[config.mk]
export PLATFORM = sky130hd
export DESIGN_NAME = hv_mem_stream_reader
export DESIGN_NICKNAME = d
export VERILOG_FILES = /design/src/rtl/hv_mem_stream_reader.sv
export SDC_FILE = /design/constraint.sdc
export NUM_CORES = 1
export LEC_CHECK = 0
export ABC_AREA = 1
export CORE_AREA = 2 2 109 111
export CTS_CLUSTER_SIZE = 24
export DETAILED_ROUTE_END_ITERATION = 12
export DIE_AREA = 0 0 111 113
export PLACE_DENSITY = 0.75
export SYNTH_ARGS = -nofsm -noshare
export SYNTH_HDL_FRONTEND = slang
export SYNTH_SLANG_ARGS = --single-unit
export TNS_END_PERCENT = 1
[constraint.sdc]
create_clock -name clk_i -period 2.1 [get_ports clk_i]
set_input_delay 0.42 -clock clk_i [delete_from_list [all_inputs] [get_ports clk_i]]
set_output_delay 0.42 -clock clk_i [all_outputs]
set_load 0.1 [all_outputs]
[src/rtl/hv_mem_stream_reader.sv]
// rtl/hv_mem_stream_reader.sv - burst read sequencer from the hypervector RAM to a valid/ready stream
//
// Accepts a (start address, word count) command, issues single-cycle reads to the
// synchronous RAM, absorbs its one-cycle read latency and streams the words out
// through a 2-entry {data, last} buffer with full backpressure.
//
// Optional feature macro: HV_RD_WRAP_EN
//   defined   : bursts may run past the last RAM word and wrap to address 0
//   undefined : a command with cmd_addr + cmd_len > RAM depth is rejected
//
// Ports:
//   clk_i, rst_n_i             clock, asynchronous active-low reset
//   cmd_valid_i / cmd_ready_o  command handshake; cmd_addr_i first word, cmd_len_i word count
//   cmd_err_o                  one-cycle pulse after a rejected command
//   busy_o                     burst in progress
//   mem_address_o, mem_cs_o,
//   mem_we_o, mem_oe_o         RAM control (write enable tied low)
//   mem_rdata_i                RAM registered read data
//   out_valid_o / out_ready_i  output stream handshake; out_data_o word, out_last_o final word
module hv_mem_stream_reader #(
    parameter int DATA_WIDTH = 32,
    parameter int ADDR_WIDTH = 8,
    parameter int LEN_WIDTH  = ADDR_WIDTH + 1
) (
    input  logic                  clk_i,
    input  logic                  rst_n_i,
    input  logic                  cmd_valid_i,
    output logic                  cmd_ready_o,
    input  logic [ADDR_WIDTH-1:0] cmd_addr_i,
    input  logic [LEN_WIDTH-1:0]  cmd_len_i,
    output logic                  cmd_err_o,
    output logic                  busy_o,
    output logic [ADDR_WIDTH-1:0] mem_address_o,
    output logic                  mem_cs_o,
    output logic                  mem_we_o,
    output logic                  mem_oe_o,
    input  logic [DATA_WIDTH-1:0] mem_rdata_i,
    output logic                  out_valid_o,
    input  logic                  out_ready_i,
    output logic [DATA_WIDTH-1:0] out_data_o,
    output logic                  out_last_o
);

    localparam logic [LEN_WIDTH:0] DEPTH = (LEN_WIDTH+1)'(1 << ADDR_WIDTH);

    typedef enum logic [1:0] {IDLE, READ, DRAIN} state_e;

    state_e                  state_q, state_d;
    logic [ADDR_WIDTH-1:0]   rd_addr_q, rd_addr_d;
    logic [ADDR_WIDTH-1:0]   addr_hold_q, addr_hold_d;
    logic [LEN_WIDTH-1:0]    remaining_q, remaining_d;
    logic                    inflight_q, inflight_d;
    logic                    inflight_last_q, inflight_last_d;
    logic                    cmd_err_q, cmd_err_d;
    logic [1:0]              count_q, count_d;
    logic [DATA_WIDTH-1:0]   data0_q, data0_d, data1_q, data1_d;
    logic                    last0_q, last0_d, last1_q, last1_d;

    logic                    pop;
    logic                    credit;
    logic                    issue;
    logic                    range_bad;
    logic                    cmd_bad;
    logic [1:0]              wr_sel;

`ifdef HV_RD_WRAP_EN
    assign range_bad = 1'b0;
`else
    logic [LEN_WIDTH:0] end_ext;
    assign end_ext   = {1'b0, cmd_len_i} + (LEN_WIDTH+1)'(cmd_addr_i);
    assign range_bad = (end_ext > DEPTH);
`endif

    assign cmd_bad = (cmd_len_i == '0) || ({1'b0, cmd_len_i} > DEPTH) || range_bad;

    assign pop    = (count_q != 2'd0) && out_ready_i;
    // Words already buffered plus the one still coming back from the RAM must
    // leave room for the new read once this cycle's pop is accounted for.
    assign credit = ({1'b0, count_q} + {2'b00, inflight_q}) < (3'd2 + {2'b00, pop});
    assign issue  = (state_q == READ) && (remaining_q != '0) && credit;

    always_comb begin
        state_d         = state_q;
        rd_addr_d       = rd_addr_q;
        addr_hold_d     = addr_hold_q;
        remaining_d     = remaining_q;
        cmd_err_d       = 1'b0;
        inflight_d      = issue;
        inflight_last_d = issue && (remaining_q == LEN_WIDTH'(1));
        case (state_q)
            IDLE: begin
                if (cmd_valid_i) begin
                    if (cmd_bad) begin
                        cmd_err_d = 1'b1;
                    end else begin
                        rd_addr_d   = cmd_addr_i;
                        remaining_d = cmd_len_i;
                        state_d     = READ;
                    end
                end
            end
            READ: begin
                if (issue) begin
                    addr_hold_d = rd_addr_q;
                    rd_addr_d   = rd_addr_q + ADDR_WIDTH'(1);
                    remaining_d = remaining_q - LEN_WIDTH'(1);
                    if (remaining_q == LEN_WIDTH'(1)) begin
                        state_d = DRAIN;
                    end
                end
            end
            DRAIN: begin
                if (!inflight_q && ((count_q == 2'd0) || ((count_q == 2'd1) && pop))) begin
                    state_d = IDLE;
                end
            end
            default: state_d = IDLE;
        endcase
    end

    // Output buffer: slot 0 is the head; a pop shifts slot 1 down and the
    // returning RAM word lands in the first free slot after that shift.
    always_comb begin
        data0_d = data0_q;
        data1_d = data1_q;
        last0_d = last0_q;
        last1_d = last1_q;
        wr_sel  = count_q - {1'b0, pop};
        if (pop) begin
            data0_d = data1_q;
            last0_d = last1_q;
        end
        if (inflight_q) begin
            if (wr_sel == 2'd0) begin
                data0_d = mem_rdata_i;
                last0_d = inflight_last_q;
            end else begin
                data1_d = mem_rdata_i;
                last1_d = inflight_last_q;
            end
        end
        count_d = count_q + {1'b0, inflight_q} - {1'b0, pop};
    end

    always_ff @(posedge clk_i or negedge rst_n_i) begin
        if (!rst_n_i) begin
            state_q         <= IDLE;
            rd_addr_q       <= '0;
            addr_hold_q     <= '0;
            remaining_q     <= '0;
            inflight_q      <= 1'b0;
            inflight_last_q <= 1'b0;
            cmd_err_q       <= 1'b0;
            count_q         <= 2'd0;
            data0_q         <= '0;
            data1_q         <= '0;
            last0_q         <= 1'b0;
            last1_q         <= 1'b0;
        end else begin
            state_q         <= state_d;
            rd_addr_q       <= rd_addr_d;
            addr_hold_q     <= addr_hold_d;
            remaining_q     <= remaining_d;
            inflight_q      <= inflight_d;
            inflight_last_q <= inflight_last_d;
            cmd_err_q       <= cmd_err_d;
            count_q         <= count_d;
            data0_q         <= data0_d;
            data1_q         <= data1_d;
            last0_q         <= last0_d;
            last1_q         <= last1_d;
        end
    end

    assign cmd_ready_o   = (state_q == IDLE);
    assign busy_o        = (state_q != IDLE);
    assign cmd_err_o     = cmd_err_q;
    assign mem_cs_o      = issue;
    assign mem_oe_o      = issue;
    assign mem_we_o      = 1'b0;
    assign mem_address_o = issue ? rd_addr_q : addr_hold_q;
    assign out_valid_o   = (count_q != 2'd0);
    assign out_data_o    = out_valid_o ? data0_q : '0;
    assign out_last_o    = out_valid_o && last0_q;

endmodule
==> flow_metrics.py <==
metrics = {
    "logic_synthesis": {
        "synthXorXnorAreaFrac_pct": 1.50,
        "ys.flop_type": "dfrtp_1",
        "ys_ff_latch": 98,
        "synth_top_family_by_area": "simple AND/OR/NAND/NOR gates",
        "ys_seq_area_share_pct": 46.6,
        "syn-instance-count": 697,
        "synth_area_um2": 5270,
        "syn_nets": 766,
        "syn_avg_cell_area_um2": 7.56,
        "synth_cell_types": 34,
        "ys_warn_count": 0,
        "muxShareOfSynthArea_pct": 0,
        "synth_compound_area_share_pct": 14.8,
        "async_flop_share_pct": 100,
        "yosys.area_share.simple_pct": 22.6,
        "synth-edff-count": 0,
        "synthAdderAreaFrac_pct": 3.94,
    },
    "clock_tree": {
        "clock_latency_ns": 0.35,
        "cts_tree": "yes",
        "clk_pin_slew_ns": 0.07,
        "cts_hold_buf": 0,
        "htreeDepth": 3,
        "clockRootBuffer": "clkbuf_16",
        "clkSinkCount": 98,
        "clock_path_buffers": 2,
        "tritoncts.num_buffers": 9,
    },
    "place": {
        "dp_hpwl_um": 9580,
        "place_congestion": 0.846,
        "port_buffers": 99,
    },
    "global_routing": {
        "antenna_found_initial": 0,
        "grt_use_total_pct": 22.4,
        "grt_pass1_vias": 4991,
        "grt_pass1_wl_um": 23200,
        "grt_max_degree": 48,
        "overflow": 0,
    },
    "worst_setup_path": {
        "critPathTopFamily": "flip-flops",
        "rr_startpoint": "count_q[0]",
        "worstPathArrival_ns": 2.13,
        "critPathLaunch": "count_q[0]",
        "path_cells": "ha_1 -> or2_1 -> a21oi_2 -> nand2_4 -> buf_6 -> o21ai_4 -> buf_12",
        "worst-path-buf-inv": 2,
        "crit_path_max_fanout": 11,
        "slowest_delay_ns": 0.39,
        "cp-start-kind": "register",
        "crit_slowest_cell": "dfrtp_1",
        "worstSetupEndpointType": "primary output",
        "crit_required_ns": 1.68,
        "path_class": "register to primary output",
    },
    "timing": {
        "hold_slack_ns": 0.0595,
        "drv_slew": 0,
        "clock_skew_ns": 0.00914,
        "finalSetupViolations": 29,
        "layout_min_cycle_time_ns": 2.55,
        "worst_pin_slew_ns": 0.694,
        "finalHoldViolations": 0,
        "max_freq_mhz": 392,
        "max_slew_margin_pct": 53.7,
        "fin_crit_sh_pct": 122,
        "rsz0062_at_grt": "true",
        "setup_ws_ns": -0.452,
    },
    "detailed_routing": {
        "drt_iter0_markers": 278,
        "avgViaCountPerCell": 5.10,
        "wl_um": 13700,
        "met1_length_um": 5990,
        "wl_met3_um": 670,
        "top_layer": "met4",
        "wl_met2_um": 6790,
        "final_antenna_net_count": 0,
        "drc_errors": 0,
        "wire_per_inst_um": 13.9,
        "dr.pass1.iters": 4,
        "via_count": 5030,
    },
    "final_layout": {
        "fillers": 860,
        "final_core_util_pct": 69.8,
        "layout.nets": 907,
        "final_common_cell": "nand2_1",
        "antennaDiodeCount": 0,
        "syn2layout_area_growth_pct": 49.3,
        "final_layout_size_suffix_gt1_share_pct": 20.6,
        "final_cell_mix": "150 x nand2_1, 101 x inv_1, 97 x dfrtp_1",
    },
    "outcome": {
        "outcome": "finished with violations",
        "violations": "negative setup slack",
    },
    "die": {
        "die-height_um": 113,
        "ioPinCount": 101,
        "start_util_pct": 46.7,
        "die_area_um2": 12500,
        "fp.dieW_um": 111,
        "core_area_um2": 11300,
        "rows": 39,
    },
    "worst_hold_path": {
        "min_path_type": "input port to async pin",
    },
    "run": {
        "cap_violations": 0,
    },
    "power_and_ir_drop": {
        "peakVddDrop_mv": 1.40,
        "p_leak_nw": 4.01,
        "cellPowerDensity_nw_per_um2": 1320,
    },
}
-- cells in the mapped netlist (all sizes together), types with 5 or more instances --
cell type	instances	area [um2]
xnor2	6	52.6
nor3	5	30.0
dfrtp	98	2450
a21oi	9	48.8
o21ai	93	465
nor2	78	295
o22ai	20	125
inv	107	402
nand3	36	193
nand2	168	643
buf	11	66.3
o211ai	14	105
ha	15	188
clkbuf	23	86.3
-- repair_timing --
| item | in CTS | in global routing |
|---|---|---|
| endpoints found under the setup margin | 73 | 93 |
| gates cloned | 0 | 0 |
| pin swaps | 13 | 11 |
| resized for setup | 10 | 21 |
| buffers inserted | 6 | 4 |
-- state kept, by name, summed over array words and instances, names as in the netlist --
register         flops
data0_q             32
data1_q             32
remaining_q          9
addr_hold_q          8
rd_addr_q            8
count_q              2
state_q              2
cmd_err_o            1
inflight_last_q      1
inflight_q           1
last0_q              1
last1_q              1
-- cells by family (layout without fill, tap and decap cells) --
kind of cell	count (synthesis)	in the layout
AO/OA/AOI/OAI	140	140
XOR/XNOR	9	9
adder cells (fa/ha/maj)	16	16
buffers and inverters	141	287
flip-flops	98	98
other	1	1
AND/OR/NAND/NOR	292	292
-- path summary, 6_finish.rpt --
path | endpoint | cells after the start | slack, ns
setup / recovery | mem_address_o[7] | 7 | -0.45
hold / removal | data0_q[0] | 1 | 0.06
setup reg to reg | data0_q[1] | 13 | 0.02
hold reg to reg | data1_q[7] | 2 | 0.49
max in group asynchronous | addr_hold_q[4] | 2 | 1.48
min in group clk_i | data1_q[7] | 2 | 0.49
-- layout make-up --
cell class              count  area (um2)  share of cell area (%)
multi-input cells         458        2500                    31.8
inverters                 107         413                    5.25
flip-flops and latches     98        2450                    31.2
clock inverters             6        57.6                   0.732
repair buffers            164        2020                    25.7
well taps                 143         179                    2.28
clock buffers              10         239                    3.04
-- power by group --
| part | total, W | switching (W) | internal (W) |
|---|---|---|---|
| logic | 0.00638 | 0.00426 | 0.00213 |
| registers | 0.00237 | 0.000147 | 0.00223 |
| clock network | 0.00162 | 0.000759 | 0.000863 |
-- per-layer routing --
layer  track usage [%]  up-vias
li1                  -     2490
met1              28.8     2377
met2              39.1      139
met3              4.02       24
met4              6.67        0
met5                 0        -
-- metrics by stage --
step	setup TNS [ns]	total power (W)	worst slack, ns	cell area [um2]	instances
floorplan	-25.20	0.00638	-0.454	5460	697
global route	-16.61	0.0108	-0.548	7860	986
global placement	-17.00	0.00862	-0.566	7450	961
finish	-10.41	0.0104	-0.452	7860	986
CTS	-9.24	0.0104	-0.446	7810	983
detailed placement	-22.12	0.00872	-0.679	7450	961
Power figures use the tool's default switching activity.
